[config.mk]
export PLATFORM = sky130hd
export DESIGN_NAME = param_register_file_flat
export DESIGN_NICKNAME = d
export VERILOG_FILES = /design/src/rtl/param_register_file_if.sv /design/src/rtl/param_register_file.sv /design/src/flat_wrapper.sv
export SDC_FILE = /design/constraint.sdc
export NUM_CORES = 1
export LEC_CHECK = 0
export CORE_MARGIN = 2
export CORE_UTILIZATION = 30
export CTS_BUF_LIST = sky130_fd_sc_hd__clkbuf_8 sky130_fd_sc_hd__clkbuf_16
export DETAILED_ROUTE_END_ITERATION = 8
export GPL_ROUTABILITY_DRIVEN = 0
export GPL_TIMING_DRIVEN = 0
export PLACE_DENSITY_LB_ADDON = 0.15
export RECOVER_POWER = 50
export SYNTH_ARGS = -nofsm -noshare
export SYNTH_HDL_FRONTEND = slang
export SYNTH_SLANG_ARGS = --single-unit
[constraint.sdc]
create_clock -name clock -period 3.6 [get_ports clock]
set_input_delay 0.72 -clock clock [delete_from_list [all_inputs] [get_ports clock]]
set_output_delay 0.72 -clock clock [all_outputs]
set_load 0.05 [all_outputs]
[src/rtl/param_register_file_if.sv]
// Bundles the register-file read ports, write port and bulk-clear control.
// Decode/write-back logic attaches as master; the register file as slave.
interface param_register_file_if #(
  parameter int WIDTH  = 16,
  parameter int ADDR_W = 4
);
  logic [ADDR_W-1:0] rd_addr1;
  logic [ADDR_W-1:0] rd_addr2;
  logic [WIDTH-1:0]  rd_data1;
  logic [WIDTH-1:0]  rd_data2;
  logic              wr_en;
  logic [ADDR_W-1:0] wr_addr;
  logic [WIDTH-1:0]  wr_data;
  logic              clr_start;
  logic              busy;

  modport master (
    output rd_addr1, rd_addr2, wr_en, wr_addr, wr_data, clr_start,
    input  rd_data1, rd_data2, busy
  );

  modport slave (
    input  rd_addr1, rd_addr2, wr_en, wr_addr, wr_data, clr_start,
    output rd_data1, rd_data2, busy
  );
endinterface

[src/rtl/param_register_file.sv]
// Parametrised register file: two combinational read ports, one write port,
// optional hardwired-zero r0, write-to-read bypass and a sequenced bulk clear.
module param_register_file #(
  parameter int WIDTH    = 16,
  parameter int DEPTH    = 16,
  parameter int ADDR_W   = 4,
  parameter int ZERO_REG = 1,
  parameter int BYPASS   = 1
) (
  input  logic                 clock,
  input  logic                 reset_n,
  param_register_file_if.slave rf
);

  typedef enum logic [0:0] {
    IDLE  = 1'b0,
    CLEAR = 1'b1
  } state_t;

  state_t            state;
  state_t            state_nxt;
  logic [ADDR_W-1:0] clr_cnt;
  logic [ADDR_W-1:0] clr_cnt_nxt;
  logic [WIDTH-1:0]  regs [DEPTH];
  logic              wr_fire;
  logic [WIDTH-1:0]  rd_data1;
  logic [WIDTH-1:0]  rd_data2;

  // An address is "live" when it names a real register that is not hardwired to zero.
  function automatic logic addr_live(input logic [ADDR_W-1:0] a);
    logic in_range;
    in_range = (32'(a) < DEPTH);
    return in_range && !((ZERO_REG != 0) && (a == '0));
  endfunction

  assign wr_fire = (state == IDLE) && rf.wr_en && addr_live(rf.wr_addr);

  always_ff @(posedge clock) begin
    if (!reset_n) begin
      state   <= IDLE;
      clr_cnt <= '0;
    end else begin
      state   <= state_nxt;
      clr_cnt <= clr_cnt_nxt;
    end
  end

  always_comb begin
    state_nxt   = state;
    clr_cnt_nxt = clr_cnt;
    case (state)
      IDLE: begin
        if (rf.clr_start) begin
          state_nxt   = CLEAR;
          clr_cnt_nxt = '0;
        end
      end
      CLEAR: begin
        // Counter stops at DEPTH-1; the sweep ends on the edge that clears it.
        if (clr_cnt == ADDR_W'(DEPTH - 1)) begin
          state_nxt   = IDLE;
          clr_cnt_nxt = '0;
        end else begin
          clr_cnt_nxt = clr_cnt + 1'b1;
        end
      end
      default: begin
        state_nxt   = IDLE;
        clr_cnt_nxt = '0;
      end
    endcase
  end

  always_ff @(posedge clock) begin
    if (!reset_n) begin
      for (int i = 0; i < DEPTH; i++) begin
        regs[i] <= '0;
      end
    end else if (state == CLEAR) begin
      regs[clr_cnt] <= '0;
    end else if (wr_fire) begin
      regs[rf.wr_addr] <= rf.wr_data;
    end
  end

  // Read ports: dead addresses read zero; a legal same-cycle write is forwarded.
  always_comb begin
    rd_data1 = '0;
    if (addr_live(rf.rd_addr1)) begin
      if ((BYPASS != 0) && wr_fire && (rf.wr_addr == rf.rd_addr1)) begin
        rd_data1 = rf.wr_data;
      end else begin
        rd_data1 = regs[rf.rd_addr1];
      end
    end
  end

  always_comb begin
    rd_data2 = '0;
    if (addr_live(rf.rd_addr2)) begin
      if ((BYPASS != 0) && wr_fire && (rf.wr_addr == rf.rd_addr2)) begin
        rd_data2 = rf.wr_data;
      end else begin
        rd_data2 = regs[rf.rd_addr2];
      end
    end
  end

  assign rf.rd_data1 = rd_data1;
  assign rf.rd_data2 = rd_data2;
  assign rf.busy     = (state == CLEAR);

endmodule
[src/flat_wrapper.sv]
// flat-port wrapper written by rule: the top's interface ports become plain ports
module param_register_file_flat 
#(
  parameter int WIDTH    = 16,
  parameter int DEPTH    = 16,
  parameter int ADDR_W   = 4,
  parameter int ZERO_REG = 1,
  parameter int BYPASS   = 1
)
  (clock, reset_n, rf_rd_addr1, rf_rd_addr2, rf_wr_en, rf_wr_addr, rf_wr_data, rf_clr_start, rf_rd_data1, rf_rd_data2, rf_busy);
  param_register_file_if #(.WIDTH(WIDTH), .ADDR_W(ADDR_W)) rf_i ();
  input  logic clock;
  input  logic reset_n;
  input wire logic [$bits(rf_i.rd_addr1)-1:0] rf_rd_addr1;
  input wire logic [$bits(rf_i.rd_addr2)-1:0] rf_rd_addr2;
  input wire logic [$bits(rf_i.wr_en)-1:0] rf_wr_en;
  input wire logic [$bits(rf_i.wr_addr)-1:0] rf_wr_addr;
  input wire logic [$bits(rf_i.wr_data)-1:0] rf_wr_data;
  input wire logic [$bits(rf_i.clr_start)-1:0] rf_clr_start;
  output wire logic [$bits(rf_i.rd_data1)-1:0] rf_rd_data1;
  output wire logic [$bits(rf_i.rd_data2)-1:0] rf_rd_data2;
  output wire logic [$bits(rf_i.busy)-1:0] rf_busy;
  assign rf_i.rd_addr1 = rf_rd_addr1;
  assign rf_i.rd_addr2 = rf_rd_addr2;
  assign rf_i.wr_en = rf_wr_en;
  assign rf_i.wr_addr = rf_wr_addr;
  assign rf_i.wr_data = rf_wr_data;
  assign rf_i.clr_start = rf_clr_start;
  assign rf_rd_data1 = rf_i.rd_data1;
  assign rf_rd_data2 = rf_i.rd_data2;
  assign rf_busy = rf_i.busy;
  param_register_file #(.WIDTH(WIDTH), .DEPTH(DEPTH), .ADDR_W(ADDR_W), .ZERO_REG(ZERO_REG), .BYPASS(BYPASS)) u_core (.clock(clock), .reset_n(reset_n), .rf(rf_i));
endmodule
* Word level (Yosys, flattened, before mapping) *
Memories as Yosys holds them, arrays and structs flattened.
Cells that the tools add are included.

operators by class
  muxes and demuxes = 24
  bitwise operators = 1
  reduce and logical (&&, ||, !) cells = 10
  equal/unequal tests = 4
  add/subtract/negate cells = 1

operator list
  cell                                          count
  2-to-1 mux 16 bit                             6
  OR reduction 16 bit                           2
  2-to-1 mux 4 bit                              4
  logical NOT 4 bit                             3
  2-to-1 mux 1 bit                              12
  == test 4 bit                                 2
  one-hot mux 4 bit (2 select lines)            1
  adder 4 x 1 -> 4 bit, second input constant   1
  == test 4 bit, second input constant          1
  logical AND 1 bit                             4
  inequality test 2 bit, second input constant  1
  one-hot mux 1 bit (2 select lines)            1
  logical NOT 1 bit                             1
  inverter 1 bit                                1

storage, ports and cells
  register bits after elaboration = 5
  output and inout bits = 33
  RAM bits = 256
  input port bits = 32
  memories = 1
  word-level logic and storage cells = 43

memory list
  memory       words  bits a word  rd ports  clocked after memory_dff  write ports  line                       text
  u_core.regs  16     16           2         0                         16           param_register_file.sv:24  logic [WIDTH-1:0] regs [DEPTH];

* Logic depth before layout (Yosys ltp) *
Gate-level depths: netlist of the first run.

  depth in word-level cells = 9
  gate-level depth with buffers = 7

* Least setup slack after synthesis of the first run *
Ideal clock, no wire load.

  kind = input-to-output
  start = input rf_rd_addr1[2]
  end = output rf_rd_data1[10]
  data required time = 2880 ps
  path slack = 41 ps
  stages = 6
  arrival time = 2839 ps
  path through = buf_2 > clkbuf_1 > nor2b_1 > a22o_1 > nor2_1 > o21ai_0

between the ends
  word-level cells in the longest chain between the ends = 4
  elaborated cells between the ends (all ways) = 6

RTL lines
  what                                                                               line                       text
  from (decl)                                                                        flat_wrapper.sv:14         input wire logic [$bits(rf_i.rd_addr1)-1:0] rf_rd_addr1;
  parallel branches: the longest is 3 deep, another holds memory read (16 x 16 bit)  n/a
  2-to-1 mux 16 bit *                                                                param_register_file.sv:89  if (addr_live(rf.rd_addr1)) begin
  to (decl)                                                                          flat_wrapper.sv:20         output wire logic [$bits(rf_i.rd_data1)-1:0] rf_rd_data1;

Mark *: on every way between the ends.

* Final worst setup path of the first run *
  start = input rf_rd_addr2[1]
  end = output rf_rd_data2[1]

between the ends
  word-level cells in the longest chain between the ends = 4
  elaborated cells between the ends (all ways) = 6

RTL lines
  what                                                                               line                        text
  from (decl)                                                                        flat_wrapper.sv:15          input wire logic [$bits(rf_i.rd_addr2)-1:0] rf_rd_addr2;
  parallel branches: the longest is 3 deep, another holds memory read (16 x 16 bit)  n/a
  2-to-1 mux 16 bit *                                                                param_register_file.sv:100  if (addr_live(rf.rd_addr2)) begin
  to (decl)                                                                          flat_wrapper.sv:21          output wire logic [$bits(rf_i.rd_data2)-1:0] rf_rd_data2;

Marked as above.

==> impl_metrics.csv, run 1 <==
group,metric,value,unit
status,status,"finished, violations left",
status,failed_checks,"capacitance limit, slew limit",
route,routed_wl,57370,um
global_routing,antenna_found_initial,0,
place,hpwl,41060,um
floorplan,core_area,46750,um2
pwr,p_leak,5.991,nW
sta,setup_viol,0,
pwr,powerDensity,467.6,nW/um2
layout,fillerInstances,4567,
pwr,ir_worst_vdd,359.0,uV
clock_tree,cts_tree,"done",
route,vias_per_cell,5.716,
route,drt_iter0_drc,1219,
clock_tree,path_clk_slew,0.05,ns
floorplan,fp-row-count,79,
layout,layout_commonest_cell,"edfxtp_1",
worst_setup_path,cp-start-kind,"primary input",
synthesis,synth_edf_count,256,
sta,slew_violations,8,
layout,drive_gt1_share,29.14,%
worst_setup_path,worstPathRequired,2.88,ns
clock_tree,cts-root-buf,"clkbuf_16",
clock_tree,clock_path_buffers,3,
sta,maxSlewHeadroom,-1.980,%
floorplan,io_pins,65,
sta,rsz0062_at_grt,"no",
route,remaining_drc_errors,0,
synthesis,muxShareOfSynthArea,20.23,%
synthesis,async_flop_share,0,%
sta,fin_setup_tns,0,ns
synthesis,ys_seq_elements,261,
worst_setup_path,ff2ff_path_depth,6,
sta,min_period_over_period,99.03,%
synthesis,synth_fa_ha_area_share,0.08780,%
pwr,p_clk_share,39.6,%
worst_setup_path,cp_data_arrival_time,2.85,ns
clock_tree,hold_buffers,0,
floorplan,dieArea,49260,um2
route,vias,10200,
clock_tree,clock_sinks,261,
place,port_buffers,58,
sta,final-hold-violation-count,0,
route,wire_per_inst,32.16,um
pwr,switching_share,27.87,%
route,drtAntennaViolNets,0,
synthesis,synth_cell_type_count,52,
synthesis,syn_avg_cell_area,13.78,um2
global_routing,grt_overflow,0,
route,drtPass1Iterations,5,
floorplan,start_util,30.48,%
worst_setup_path,worst-r2r-setup-slack,0.36,ns
layout,num_antenna_cells,0,
synthesis,yosys_warnings,0,
sta,finClkSkew,0.02120,ns
hold_path,min_path_cells,2,
layout,stdcell_area,17070,um2
place,dpl-instance-area,15940,um2
pwr,combPwrFrac,16.3,%
layout,synthToLayoutAreaGrowth,19.80,%
clock_tree,clock_latency,0.59,ns
synthesis,synth-seq-area-share,54.64,%
synthesis,synth_compound_area_share,7.656,%
global_routing,grt_first_pass_wirelength,80020,um
floorplan,die_y,222.0,um
pwr,seq_power_share,44.1,%
synthesis,synth_top_family_by_area,"multiplexers",
synthesis,yosys.area_share.simple,12.90,%
global_routing,track_usage,23.20,%
worst_setup_path,critPathMaxFanout,10,
run,maxCapViolations,1,
layout,layout_common_cells,"256 x edfxtp_1, 213 x nor2_1, 128 x mux4_2",
synthesis,synth_ff_type,"edfxtp_1",
floorplan,die_x,222.0,um
global_routing,grt_max_degree,17,
pwr,switching_power,2.225,mW
clock_tree,htree_levels,1,
pwr,p_int,5.758,mW
hold_path,hold_class,"flop to flop",
synthesis,synth_xor_xnor_area_share,0.4917,%
synthesis,syn-cell-area,14250,um2
global_routing,first_global_vias,10370,
layout,fin_nets,1187,
worst_setup_path,endpoint_kind,"output port",
worst_setup_path,criticalPathCategory,"primary input to output port",
sta,fmax,280.5,MHz
synthesis,syn_inst,1034,
sta,period_minus_slack,3.565,ns
sta,tightest_slew,1.514,ns
sta,whs,0.5460,ns
clock_tree,cts_buffers,31,
[worst max-delay path: stages]
cell	delay, ns
clkdlybuf4s15_1	0.36
buf_6	0.26
buf_4	0.30
mux4_2	0.34
a22oi_1	0.28
nand2_1	0.11
a22o_1	0.26
buf_4	0.21
[power groups by stage]
stage / clock network, mW / logic [mW] / registers [mW]
2_1_floorplan: 0 / 0.744 / 3.56
3_3_place_gp: 0 / 1.22 / 3.59
3_5_place_dp: 0 / 1.27 / 3.58
4_1_cts: 3.17 / 1.28 / 3.52
5_1_grt: 3.30 / 1.34 / 3.54
6_report: 3.16 / 1.30 / 3.52
[flip-flops by register name, indices dropped and copies added, names as in the netlist]
| name | flops |
|---|---|
| u_core.clr_cnt | 4 |
| u_core.regs | 256 |
| u_core.rf.busy | 1 |
[logic make-up after synthesis]
kind of cell    Yosys count
compound gates          141
fa+ha+maj                 1
simple gates            402
buf+inv                  92
mux                     128
other cells               1
xor+xnor                  8
flops                   261
[timing repair]
item,4_1_cts,5_1_grt
buffers inserted,4,0
resized for setup,289,35
gates cloned,0,0
setup endpoints to repair,32,24
pin swaps,3,3
[cell usage after synthesis (5+ instances only)]
| master | n | share of area, % |
|---|---|---|
| nand2b_1 | 5 | 0.22 |
| and2_1 | 5 | 0.22 |
| a22oi_1 | 32 | 1.7 |
| nor2_1 | 218 | 5.7 |
| edfxtp_1 | 256 | 54 |
| clkbuf_1 | 27 | 0.71 |
| nor2b_1 | 9 | 0.40 |
| mux4_2 | 128 | 20 |
| buf_2 | 23 | 0.81 |
| xor2_1 | 8 | 0.49 |
| nor4_1 | 7 | 0.31 |
| buf_1 | 5 | 0.13 |
| buf_4 | 15 | 0.79 |
| nand2_1 | 69 | 1.8 |
| dfxtp_1 | 5 | 0.70 |
| a22o_1 | 48 | 2.9 |
| nand3_1 | 21 | 0.74 |
| buf_6 | 18 | 1.4 |
| and3_1 | 50 | 2.2 |
| o21ai_0 | 30 | 1.1 |
| a21oi_1 | 7 | 0.25 |
| o21ai_2 | 6 | 0.37 |
[path summary, 6_finish.rpt]
| kind | to | startpoint |
|---|---|---|
| setup reg to reg | u_core.regs[5][10]$_SDFFCE_PN0P_ | u_core.rf.busy$_SDFF_PN0_ |
| hold / removal | u_core.clr_cnt[3]$_SDFFE_PN0P_ | u_core.clr_cnt[3]$_SDFFE_PN0P_ |
| setup / recovery | rf_rd_data2[1] | rf_rd_addr2[1] |
| hold reg to reg | u_core.clr_cnt[3]$_SDFFE_PN0P_ | u_core.clr_cnt[3]$_SDFFE_PN0P_ |
[through the flow]
| step | util (%) | worst slack (ns) | std cells | power [mW] |
|---|---|---|---|---|
| after global placement | 33.47 | -2.162 | 1714 | 4.817 |
| after global routing | 36.52 | 0.0009925 | 1784 | 8.175 |
| final | 36.52 | 0.03480 | 1784 | 7.982 |
| after floorplan | - | 0.04062 | 1049 | 4.305 |
| after CTS | 36.65 | 0.003344 | 1784 | 7.976 |
| after detailed placement | 34.08 | -1.771 | 1726 | 4.854 |
[metal layers]
metal / wire length (um) / share of wire (%) / vias up / global-route usage, %
li1: - / - / 4262 / -
met1: 24730 / 43 / 5353 / 32.75
met2: 26600 / 46 / 501 / 36.72
met3: 4290 / 7.5 / 82 / 3.684
met4: 1742 / 3.0 / 0 / 7.193
met5: 0 / 0 / - / 0
[cell type report]
cell class / count / area [um2] / area share (%)
sequential: 261 / 7787 / 45.61
multi-input combinational: 696 / 6080 / 35.61
clock inverter: 25 / 217.7 / 1.275
timing repair buffer: 74 / 750.7 / 4.397
tap: 607 / 759.5 / 4.449
clock buffer: 31 / 775.7 / 4.544
inverter: 4 / 15.01 / 0.08794
buffer: 86 / 686.9 / 4.023
No activity file was read; power rests on OpenSTA's default activity.
==> run 2: changes to the inputs <==
--- a/config.mk
+++ b/config.mk
@@ -5,6 +5,7 @@
 export SDC_FILE = /design/constraint.sdc
 export NUM_CORES = 1
 export LEC_CHECK = 0
+export ABC_AREA = 1
 export CORE_MARGIN = 2
 export CORE_UTILIZATION = 30
 export CTS_BUF_LIST = sky130_fd_sc_hd__clkbuf_8 sky130_fd_sc_hd__clkbuf_16
@@ -13,6 +14,7 @@
 export GPL_TIMING_DRIVEN = 0
 export PLACE_DENSITY_LB_ADDON = 0.15
 export RECOVER_POWER = 50
+export REMOVE_ABC_BUFFERS = 1
 export SYNTH_ARGS = -nofsm -noshare
 export SYNTH_HDL_FRONTEND = slang
 export SYNTH_SLANG_ARGS = --single-unit
==> run 2 against run 1 <==
  * The flow now finishes without violations
  * Critical path depth increased by 2
  * Via count is 43% higher
  * Count of clock-buffer cells in the layout unchanged
  * Sequential cell count did not move
  * Sequential power about the same
  * Clock skew down 0.0070 ns
  * Register-to-register slack about the same
  * Area after synthesis is 11% higher
  * Hold slack worse by 0.020 ns
  * Combinational power rose by 11%
  * Sequential share of layout area is 3.2 points lower
  * Clock power shrank 7.3%
  * Critical endpoint is now rf_rd_data1[15]
==> impl_metrics.csv, run 2 <==
group,metric,value,unit
layout,num_antenna_cells,0,
layout,layout_commonest_cell,"nand2_1",
synthesis,synth_top_family_by_area,"simple AND/OR/NAND/NOR gates",
synthesis,synth_top_cell_area_share,48.68,%
layout,multi_input_area,6641,um2
synthesis,synth_xor_xnor_area_share,0.3883,%
synthesis,syn-cell-area,15790,um2
hold_path,hold_class,"flop to flop",
worst_setup_path,critPathMaxFanout,59,
synthesis,synth-seq-area-share,49.32,%
run,maxCapViolations,0,
sta,fmax,279.9,MHz
synthesis,ys_seq_elements,261,
sta,maxSlewHeadroom,21.03,%
layout,top_register,"u_core.regs",
global_routing,track_usage,22.12,%
sta,whs,0.5261,ns
place,place_inst,2723,
sta,setup_viol,0,
route,routed_wl,61800,um
sta,tightest_slew,1.182,ns
route,drt_iter0_drc,1653,
worst_setup_path,cp_common_cell,"nand3_1",
clock_tree,clock_path_buffers,3,
synthesis,synth.most_common_cell,"nand2_1",
sta,min_period_over_period,99.25,%
floorplan,core_area,52340,um2
route,wire_per_inst,22.08,um
floorplan,die_x,233.4,um
layout,register_area,7787,um2
layout,layout_common_cells,"501 x nand2_1, 332 x nor2_1, 313 x nand3_1",
layout,largest_reg_flops,256,
worst_setup_path,cp_data_arrival_time,2.85,ns
floorplan,fp-row-count,84,
layout,synthToLayoutAreaGrowth,16.39,%
route,drtPass1Iterations,6,
synthesis,syn_avg_cell_area,7.559,um2
worst_setup_path,cp_cell_sequence,"buf_4 > buf_16 > inv_8 > nand3_1 > nand3_1 > nand3_1 > nand3_1 > nand2_1 > inv_1 > clkdlybuf4s15_2",
pwr,powerDensity,428.7,nW/um2
synthesis,syn_inst,2089,
worst_setup_path,worstPathRequired,2.88,ns
worst_setup_path,max_stage_delay,0.45,ns
clock_tree,clock_latency,0.60,ns
global_routing,grt_overflow,0,
synthesis,yosys.area_share.simple,34.57,%
sta,rsz0062_at_grt,"no",
global_routing,first_global_vias,13940,
synthesis,yosys-top-cells-area,"edfxtp_1 49%, nand2_1 12%, nand3_1 10%, nor2_1 8.1%, inv_1 5.6%",
synthesis,async_flop_share,0,%
sta,slew_violations,0,
layout,fin_nets,2120,
pwr,ir_worst_vdd,302.4,uV
synthesis,yosys_warnings,0,
synthesis,synth_edf_count,256,
synthesis,synth_ff_type,"edfxtp_1",
synthesis,synth_cell_type_count,31,
clock_tree,cts_buffers,31,
place,hpwl,33620,um
clock_tree,hold_buffers,0,
synthesis,synth_compound_area_share,5.674,%
worst_setup_path,cp-start-kind,"primary input",
clock_tree,clock_sinks,261,
place,port_buffers,64,
sta,setup_ws,0.02693,ns
route,remaining_drc_errors,0,
synthesis,muxShareOfSynthArea,0,%
worst_setup_path,criticalPathCategory,"primary input to output port",
status,status,"finished, final reports clean",
worst_setup_path,critPathSlowestCell,"inv_8",
synthesis,synth_fa_ha_area_share,0.07924,%
place,dpl_worst_slack,-3.288,ns
clock_tree,cts_tree,"done",
global_routing,antenna_found_initial,0,
floorplan,dieArea,54480,um2
floorplan,io_pins,65,
sta,finClkSkew,0.01417,ns
layout,drive_gt1_share,10.99,%
synthesis,synth_common_cells,"506 x nand2_1, 341 x nor2_1, 318 x nand3_1",
clock_tree,cts-root-buf,"clkbuf_16",
sta,fin_setup_tns,0,ns
route,vias,14620,
layout,fillerInstances,5413,
synthesis,synth_largest_area_cell,"edfxtp_1",
global_routing,grt_first_pass_wirelength,88650,um
floorplan,die_y,233.4,um
worst_setup_path,endpoint_kind,"output port",
route,vias_per_cell,5.222,
floorplan,start_util,30.17,%
pwr,p_leak,7.695,nW
sta,period_minus_slack,3.573,ns
global_routing,grt_max_degree,94,
route,drtAntennaViolNets,0,
layout,final_cells,2799,
sta,final-hold-violation-count,0,
clock_tree,htree_levels,1,
clock_tree,path_clk_slew,0.06,ns
## run 2: cell types whose count changed in the layout (fill, tap and decap cells not counted), sizes merged, moves of 36 or more
cell | previous run | this run
nand3 | 21 | 322
a22o | 48 | 0
clkbuf | 78 | 36
inv | 10 | 249
and3 | 50 | 0
mux4 | 128 | 0
o21ai | 37 | 129
nor2 | 221 | 407
nand2 | 69 | 526
a21oi | 8 | 44
buf | 88 | 38
## run 2: logic make-up (layout without fill, tap and decap cells)
family          after synthesis  count (layout)
buf+inv                     386             390
compound gates              174             174
simple gates               1259            1262
flops                       261             261
other cells                   1              16
xor+xnor                      7               7
fa+ha+maj                     1               1
## run 2: path summary, 6_finish.rpt
| kind | startpoint | endpoint | slack [ns] | depth (start not counted) |
|---|---|---|---|---|
| max reg2reg | u_core.rf.busy$_SDFF_PN0_ | u_core.regs[2][14]$_SDFFCE_PN0P_ | 0.36 | 8 |
| min reg2reg | u_core.clr_cnt[1]$_SDFFE_PN0P_ | u_core.clr_cnt[1]$_SDFFE_PN0P_ | 0.53 | 2 |
| min | u_core.clr_cnt[1]$_SDFFE_PN0P_ | u_core.clr_cnt[1]$_SDFFE_PN0P_ | 0.53 | 2 |
| max | rf_rd_addr1[1] | rf_rd_data1[15] | 0.03 | 10 |
## run 2: stage by stage
step | power [mW] | utilization [%] | cell area [um2]
after detailed placement | 4.914 | 32.41 | 16960
after CTS | 7.877 | 34.96 | 18300
after floorplan | 4.310 | - | 15180
after global placement | 4.934 | 31.88 | 16690
after global routing | 8.135 | 35.11 | 18380
final | 7.879 | 35.11 | 18380
## run 2: repair_timing
item,CTS,global route
gates cloned,7,3
setup buffers,6,3
setup endpoints to repair,288,94
resized for setup,175,27
pin swaps,3,1
## run 2: area by class of cell
cell class,instances,share of cell area (%)
Clock buffer,31,4.221
Clock inverter,26,0.7352
Inverter,242,5.290
Multi-Input combinational cell,1460,36.14
Sequential cell,261,42.37
Tap cell,688,4.684
Timing Repair Buffer,91,6.563
## run 2: per-layer routing
metal	track usage, %	share of wire (%)
met2	33.95	44
met1	30.91	44
met5	1.195	0.14
met4	7.575	3.4
met3	4.358	9.2
## run 2: report_power, final
| group | internal, mW | switching [mW] |
|---|---|---|
| Clock | 1.61 | 1.32 |
| Sequential | 3.46 | 0.0448 |
| Combinational | 0.378 | 1.06 |
| Total | 5.45 | 2.43 |
## run 2: critical path, delay by kind of cell
family        cells  cell delay, ns
simple gates      5            0.74
buf+inv           5            1.34
